$ cat src/rtl/div_hilo_ctrl_if.sv
// Bundle between EX/divider side (master) and the DIV issue/retire controller (slave).
interface div_hilo_ctrl_if;
  logic        div_req;
  logic        div_cancel;
  logic [31:0] src_a;
  logic [31:0] src_b;
  logic [31:0] div_dividend;
  logic [31:0] div_divisor;
  logic        div_A_valid;
  logic        div_B_valid;
  logic [63:0] div_out;
  logic        div_validout;
  logic        hi_we;
  logic        lo_we;
  logic [31:0] hi_wdata;
  logic [31:0] lo_wdata;
  logic [31:0] hi_rdata;
  logic [31:0] lo_rdata;
  logic        div_busy;
  logic        div_done;
  logic        div_err;

  modport master (
    output div_req, div_cancel, src_a, src_b, div_out, div_validout,
           hi_we, lo_we, hi_wdata, lo_wdata,
    input  div_dividend, div_divisor, div_A_valid, div_B_valid,
           hi_rdata, lo_rdata, div_busy, div_done, div_err
  );

  modport slave (
    input  div_req, div_cancel, src_a, src_b, div_out, div_validout,
           hi_we, lo_we, hi_wdata, lo_wdata,
    output div_dividend, div_divisor, div_A_valid, div_B_valid,
           hi_rdata, lo_rdata, div_busy, div_done, div_err
  );
endinterface

$ cat src/rtl/div_hilo_ctrl.sv
// DIV issue/retire controller holding HI/LO; request to div_done is 34 cycles (0 with zero bypass).
// EX is stalled via div_busy until retire; the divider itself has no backpressure.
module div_hilo_ctrl #(
  parameter bit DIV_ZERO_BYPASS = 1'b1,
  parameter int WAIT_MAX        = 40
) (
  input logic            clk,
  input logic            resetn,
  div_hilo_ctrl_if.slave bus
);

  localparam int CW = $clog2(WAIT_MAX + 1);

  typedef enum logic [1:0] {S_IDLE, S_ISSUE, S_WAIT, S_DRAIN} state_t;

  state_t        r_state;
  state_t        w_next;
  logic [CW-1:0] r_cnt;
  logic [31:0]   r_dividend;
  logic [31:0]   r_divisor;
  logic [31:0]   r_hi;
  logic [31:0]   r_lo;
  logic          r_err;

  logic w_req;
  logic w_bypass;
  logic w_wdog;
  logic w_launch;
  logic w_strobe;
  logic w_done;
  logic w_busy;

  assign w_req    = bus.div_req & ~bus.div_cancel;
  assign w_bypass = DIV_ZERO_BYPASS && (bus.src_b == 32'd0);
  assign w_wdog   = ((r_state == S_WAIT) || (r_state == S_DRAIN)) && (r_cnt == CW'(WAIT_MAX));

  always_ff @(posedge clk or negedge resetn) begin
    if (!resetn) r_state <= S_IDLE;
    else         r_state <= w_next;
  end

  // Divider cannot be aborted: a cancel while waiting still has to drain its result.
  always_comb begin
    w_next = r_state;
    case (r_state)
      S_IDLE:  if (w_req && !w_bypass) w_next = S_ISSUE;
      S_ISSUE: w_next = bus.div_cancel ? S_IDLE : S_WAIT;
      S_WAIT: begin
        if (bus.div_validout)    w_next = S_IDLE;
        else if (bus.div_cancel) w_next = S_DRAIN;
        else if (w_wdog)         w_next = S_IDLE;
      end
      S_DRAIN: if (bus.div_validout || w_wdog) w_next = S_IDLE;
      default: w_next = S_IDLE;
    endcase
  end

  // busy drops in the retire cycle so EX advances on the same edge HI/LO are written.
  always_comb begin
    w_launch = 1'b0;
    w_strobe = 1'b0;
    w_done   = 1'b0;
    w_busy   = 1'b0;
    case (r_state)
      S_IDLE: begin
        w_launch = w_req & ~w_bypass;
        w_done   = w_req & w_bypass;
        w_busy   = w_launch;
      end
      S_ISSUE: begin
        w_strobe = ~bus.div_cancel;
        w_busy   = 1'b1;
      end
      S_WAIT: begin
        w_done = bus.div_validout & ~bus.div_cancel;
        w_busy = ~bus.div_validout;
      end
      S_DRAIN: w_busy = ~bus.div_validout;
      default: w_busy = 1'b0;
    endcase
  end

  always_ff @(posedge clk or negedge resetn) begin
    if (!resetn) begin
      r_dividend <= '0;
      r_divisor  <= '0;
      r_cnt      <= '0;
      r_err      <= 1'b0;
      r_hi       <= '0;
      r_lo       <= '0;
    end else begin
      if (w_launch) begin
        r_dividend <= bus.src_a;
        r_divisor  <= bus.src_b;
      end
      if (r_state == S_ISSUE)
        r_cnt <= '0;
      else if ((r_state == S_WAIT) || (r_state == S_DRAIN))
        r_cnt <= r_cnt + CW'(1);
      if (w_wdog)
        r_err <= 1'b1;
      // A retiring divide takes priority over a same-edge MTHI/MTLO.
      if (w_done) begin
        if (r_state == S_IDLE) begin
          r_hi <= bus.src_a;
          r_lo <= 32'hFFFF_FFFF;
        end else begin
          r_hi <= bus.div_out[63:32];
          r_lo <= bus.div_out[31:0];
        end
      end else begin
        if (bus.hi_we) r_hi <= bus.hi_wdata;
        if (bus.lo_we) r_lo <= bus.lo_wdata;
      end
    end
  end

  assign bus.div_dividend = r_dividend;
  assign bus.div_divisor  = r_divisor;
  assign bus.div_A_valid  = w_strobe;
  assign bus.div_B_valid  = w_strobe;
  assign bus.hi_rdata     = r_hi;
  assign bus.lo_rdata     = r_lo;
  assign bus.div_busy     = w_busy;
  assign bus.div_done     = w_done;
  assign bus.div_err      = r_err;

endmodule

$ cat src/flat_wrapper.sv
// flat-port wrapper written by rule: the top's interface ports become plain ports
module div_hilo_ctrl_flat 
#(
  parameter bit DIV_ZERO_BYPASS = 1'b1,
  parameter int WAIT_MAX        = 40
)
  (clk, resetn, bus_div_req, bus_div_cancel, bus_src_a, bus_src_b, bus_div_out, bus_div_validout, bus_hi_we, bus_lo_we, bus_hi_wdata, bus_lo_wdata, bus_div_dividend, bus_div_divisor, bus_div_A_valid, bus_div_B_valid, bus_hi_rdata, bus_lo_rdata, bus_div_busy, bus_div_done, bus_div_err);
  div_hilo_ctrl_if bus_i ();
  input logic clk;
  input logic resetn;
  input wire logic [$bits(bus_i.div_req)-1:0] bus_div_req;
  input wire logic [$bits(bus_i.div_cancel)-1:0] bus_div_cancel;
  input wire logic [$bits(bus_i.src_a)-1:0] bus_src_a;
  input wire logic [$bits(bus_i.src_b)-1:0] bus_src_b;
  input wire logic [$bits(bus_i.div_out)-1:0] bus_div_out;
  input wire logic [$bits(bus_i.div_validout)-1:0] bus_div_validout;
  input wire logic [$bits(bus_i.hi_we)-1:0] bus_hi_we;
  input wire logic [$bits(bus_i.lo_we)-1:0] bus_lo_we;
  input wire logic [$bits(bus_i.hi_wdata)-1:0] bus_hi_wdata;
  input wire logic [$bits(bus_i.lo_wdata)-1:0] bus_lo_wdata;
  output wire logic [$bits(bus_i.div_dividend)-1:0] bus_div_dividend;
  output wire logic [$bits(bus_i.div_divisor)-1:0] bus_div_divisor;
  output wire logic [$bits(bus_i.div_A_valid)-1:0] bus_div_A_valid;
  output wire logic [$bits(bus_i.div_B_valid)-1:0] bus_div_B_valid;
  output wire logic [$bits(bus_i.hi_rdata)-1:0] bus_hi_rdata;
  output wire logic [$bits(bus_i.lo_rdata)-1:0] bus_lo_rdata;
  output wire logic [$bits(bus_i.div_busy)-1:0] bus_div_busy;
  output wire logic [$bits(bus_i.div_done)-1:0] bus_div_done;
  output wire logic [$bits(bus_i.div_err)-1:0] bus_div_err;
  assign bus_i.div_req = bus_div_req;
  assign bus_i.div_cancel = bus_div_cancel;
  assign bus_i.src_a = bus_src_a;
  assign bus_i.src_b = bus_src_b;
  assign bus_i.div_out = bus_div_out;
  assign bus_i.div_validout = bus_div_validout;
  assign bus_i.hi_we = bus_hi_we;
  assign bus_i.lo_we = bus_lo_we;
  assign bus_i.hi_wdata = bus_hi_wdata;
  assign bus_i.lo_wdata = bus_lo_wdata;
  assign bus_div_dividend = bus_i.div_dividend;
  assign bus_div_divisor = bus_i.div_divisor;
  assign bus_div_A_valid = bus_i.div_A_valid;
  assign bus_div_B_valid = bus_i.div_B_valid;
  assign bus_hi_rdata = bus_i.hi_rdata;
  assign bus_lo_rdata = bus_i.lo_rdata;
  assign bus_div_busy = bus_i.div_busy;
  assign bus_div_done = bus_i.div_done;
  assign bus_div_err = bus_i.div_err;
  div_hilo_ctrl #(.DIV_ZERO_BYPASS(DIV_ZERO_BYPASS), .WAIT_MAX(WAIT_MAX)) u_core (.clk(clk), .resetn(resetn), .bus(bus_i));
endmodule
$ cat config.mk
export PLATFORM = sky130hd
export DESIGN_NAME = div_hilo_ctrl_flat
export DESIGN_NICKNAME = d
export VERILOG_FILES = /design/src/rtl/div_hilo_ctrl_if.sv /design/src/rtl/div_hilo_ctrl.sv /design/src/flat_wrapper.sv
export SDC_FILE = /design/constraint.sdc
export NUM_CORES = 1
export LEC_CHECK = 0
export BUFFER_PORTS_ARGS = -buffer_cell sky130_fd_sc_hd__buf_2
export CAP_MARGIN = 5
export CORE_AREA = 4 4 126 128
export DETAILED_ROUTE_END_ITERATION = 7
export DIE_AREA = 0 0 130 132
export PLACE_DENSITY = 0.82
export SLEW_MARGIN = 20
export SYNTH_ARGS = -nofsm -noshare
export SYNTH_HDL_FRONTEND = slang
export SYNTH_SLANG_ARGS = --single-unit
$ cat constraint.sdc
create_clock -name clk -period 3.93 [get_ports clk]
set_clock_uncertainty 0.2 [all_clocks]
set_input_delay 0.786 -clock clk [delete_from_list [all_inputs] [get_ports clk]]
set_output_delay 0.786 -clock clk [all_outputs]
set_load 0.05 [all_outputs]
==> results summary <==
The worst-margin pin slew is 1.01 ns. The tightest slew margin relative to the limit is 32.5%. The synthesized flop and latch total came out at 137. The number of maximum-capacitance violations is 0. The final-stage net count is 1002. Gates resized during post-CTS repair numbered 0. The floorplan step defined a core boundary enclosing 0.0149 mm2. By area the synthesized netlist is led by sky130_fd_sc_hd__dfrtp_1 54%, sky130_fd_sc_hd__mux2i_1 20%, sky130_fd_sc_hd__mux2_1 7.4%.

The power density relative to cell area came out at 872 mW/mm2. The clock reaches the later pin of the worst-skew pair after 0.40 ns. The number of global-route vias before repair came to 5390. The sum of overflow across all layers after global routing is 0. The global-route usage over all layers is 20.7%. The wire length of the first global-routing pass is 27800 um.

The relative area change from synthesis to final layout is 38.8%. The number of buffers added to fix hold violations after cts is 0. The initial antenna violation count came out at 0. The number of setup buffers added after CTS is 0. Derived from the worst setup path, the maximum achievable clock frequency is 0.287 GHz. The proportion of layout cells with a drive suffix above 1 is 49.0%. The buffer levels on the longest clock path came out at 2. The dominant cell type by count on the critical path is sky130_fd_sc_hd__buf_2. The number of nets in the synthesized netlist is 682. Setup violations remaining at the end of the flow were counted as 0.

The pin count of the biggest net entering global routing is 79. The classification of the worst-slack hold path is in -> async. The largest total area in the synthesized netlist belongs to sky130_fd_sc_hd__dfrtp_1.

The final max-slew violation count came out at 0. The first routing iteration left 209 violations. The net switching power figure came out at 3.47 mW. The quantity of I/O buffers inserted on ports is 331. The warning count from the yosys run came out at 0. The number of clock sinks came out at 137. Synthesis produced a netlist whose cell count is 481. The count of nets left with antenna violations once routing finished came out at 0. The area fraction of the dominant cell type after synthesis is 53.9%. The number of antenna repair diodes is 0. The power share of the clock group came out at 25.3%. Cell internal power was estimated by the tool at 4.23 mW. The leakage power of the design came out at 4.46 nW. STA puts the critical path data required time at 2.94 ns. Dividing the final minimum period by the clock period gives 88.7%. Of all nets on the critical path, the largest fanout is 4. Dividing the detail-routed wire length by the instance count gives 17.9 um. The number of iterations in the first detailed-routing pass came out at 6.

For this run, the share of the core covered by cells in the final layout is 59.4%. The master of the slowest instance on the critical path is sky130_fd_sc_hd__nor4_1. The type of destination of the critical path is an output pin. The effective utilization at floorplan is 42.8%.

The die footprint is 0.0172 mm2. Counting the buffers created by CTS gives 17. STA classifies the critical path startpoint as an input port. In this run, distinct cell masters in the synthesized netlist total 38. The count of unresolved DRC violations after routing is 0.

TritonCTS built the clock tree. The minimum period implied by the final worst setup slack is 3.48 ns. Detailed placement ended at an HPWL of 13400 um. The global placer's final weighted congestion is 0.815. The worst-case vdd ir drop is 0.623 mV. Clock-pin slew was measured on the worst setup and hold paths at 0.06 ns.

The row count is 45. The signal on the critical path passes through buf_2 -> nor4_1 -> nand4_1 -> o31ai_4 -> buf_2. Across all layers, the routed design uses 5122 vias. The final-report hold violation count is 0. After detailed routing, the total wire length is 17900 um.

Of the total power, combinational logic draws 46.0%. The flow ran to the end, and the final reports show no timing, DRC or antenna violations. The switching part of the total came out at 45.1%. The internal reg-to-reg setup slack came out at 1.31 ns. The total standard cell area after synthesis is 0.00636 mm2.

The aggregate negative setup slack came out at 0 ns. Dividing the detail-routed via count by the number of cells gives 5.11. The floorplan step set the die height to 132 um. The worst setup path is of the in -> out kind.

Dividing the synthesized area by the synthesized cell count gives 13.2 um2. The tree is rooted in a sky130_fd_sc_hd__clkbuf_16. The maximum cell stage delay along the critical path is 0.45 ns. CTS built an H-tree with a depth of 4. The share of total power dissipated in sequential elements is 28.7%. Setup repair after global routing left no endpoint under its margin.

The fraction of the yosys area taken by sequential cells came out at 53.9%. 332 I/O pins were placed. The endpoint arrival time on the critical path is 2.50 ns. The floorplan die width came out at 130 um.
[placed cells by master, fill, tap and decap left out, types with 3 or more instances in the layout]
cell	instances
sky130_fd_sc_hd__buf_2	330
sky130_fd_sc_hd__dfrtp_1	137
sky130_fd_sc_hd__mux2i_1	128
sky130_fd_sc_hd__mux2_1	42
sky130_fd_sc_hd__nor2_1	33
sky130_fd_sc_hd__a31oi_1	33
sky130_fd_sc_hd__mux2_2	22
sky130_fd_sc_hd__clkbuf_16	17
sky130_fd_sc_hd__bufinv_16	8
sky130_fd_sc_hd__o21ai_0	6
sky130_fd_sc_hd__nand2_1	5
sky130_fd_sc_hd__inv_1	4
sky130_fd_sc_hd__nor4_1	4
sky130_fd_sc_hd__nor4_2	3
sky130_fd_sc_hd__nand4_1	3
sky130_fd_sc_hd__a21oi_1	3
sky130_fd_sc_hd__buf_4	3
[final timing paths]
| check | from | end | cells after the start |
|---|---|---|---|
| setup / recovery | bus_src_b[9] | bus_div_done | 5 |
| hold / removal | resetn | u_core.bus.hi_rdata[20] | 1 |
| max in group asynchronous | resetn | u_core.r_cnt[0] | 2 |
| min in group clk | u_core.bus.div_err | u_core.bus.div_err | 1 |
| hold reg to reg | u_core.bus.div_err | u_core.bus.div_err | 1 |
| setup reg to reg | u_core.r_state[1] | u_core.bus.hi_rdata[23] | 5 |
[power groups by stage]
stage | logic, mW | registers [mW] | clock network, mW
after floorplan | 0.936 | 3.92 | 0
after global placement | 3.52 | 2.21 | 0
after detailed placement | 3.57 | 2.23 | 0
after CTS | 3.58 | 2.22 | 1.98
after global routing | 3.72 | 2.27 | 2.05
final | 3.54 | 2.21 | 1.95
[cell families after synthesis]
logic type,share of synthesized area (%)
muxes,31.5
DFF,53.9
and+or+nand+nor,4.94
AOI/OAI and AO/OA,5.17
buffers and inverters,4.03
adders and majority gates,0.393
xor gates and xnor gates,0.138
[state kept, by name (all words and copies together), names as in the netlist]
register,cells
u_core.bus.lo_rdata,32
u_core.bus.hi_rdata,32
u_core.r_cnt,6
u_core.bus.div_dividend,32
u_core.bus.div_divisor,32
u_core.r_state,2
u_core.bus.div_err,1
[routing by layer]
metal	GRT usage (%)	part of all wire [%]
met4	6.18	2.0
met2	35.5	51
met1	24.5	39
met5	0	0
met3	6.85	8.4
[final cells by class]
cell class / instances / area (um2)
fillers: 1228 / 6030
inverters: 5 / 18.8
clock buffers: 21 / 460
clock inverters: 11 / 265
well taps: 188 / 235
repair buffers: 336 / 1730
flip-flops and latches: 137 / 3430
multi-input cells: 304 / 2700
[synthesized netlist by cell type, drive strengths merged]
master	n
o32ai	1
a21oi	3
nor2b	1
xnor2	1
nand2	5
a31oi	33
mux2	64
a22oi	1
ha	2
nand3	2
mux2i	128
a41oi	1
nand2b	2
dfrtp	137
buf	25
or4	1
o21bai	1
o21ai	6
nor4bb	1
a22o	1
o211ai	1
clkbuf	10
nor2	34
inv	5
o31ai	2
nor4	8
nand4	4
or3	1
[worst max-delay path: cells and delay by family]
family | cells | cell delay [ns]
compound gates | 1 | 0.43
buf+inv | 2 | 0.45
simple gates | 2 | 0.83
[per-stage QoR]
| step | setup WS [ns] | instance area, um2 | hold WS [ns] | power [mW] | cells |
|---|---|---|---|---|---|
| 3_3_place_gp | 0.481 | 8110 | 0.251 | 5.73 | 970 |
| 2_1_floorplan | 0.989 | 6360 | 0.252 | 4.85 | 481 |
| 5_1_grt | 0.272 | 8830 | 0.232 | 8.04 | 1002 |
| 3_5_place_dp | 0.418 | 8110 | 0.250 | 5.80 | 970 |
| 4_1_cts | 0.374 | 8830 | 0.231 | 7.78 | 1002 |
| 6_report | 0.445 | 8830 | 0.199 | 7.70 | 1002 |
Power figures use the tool's default switching activity.
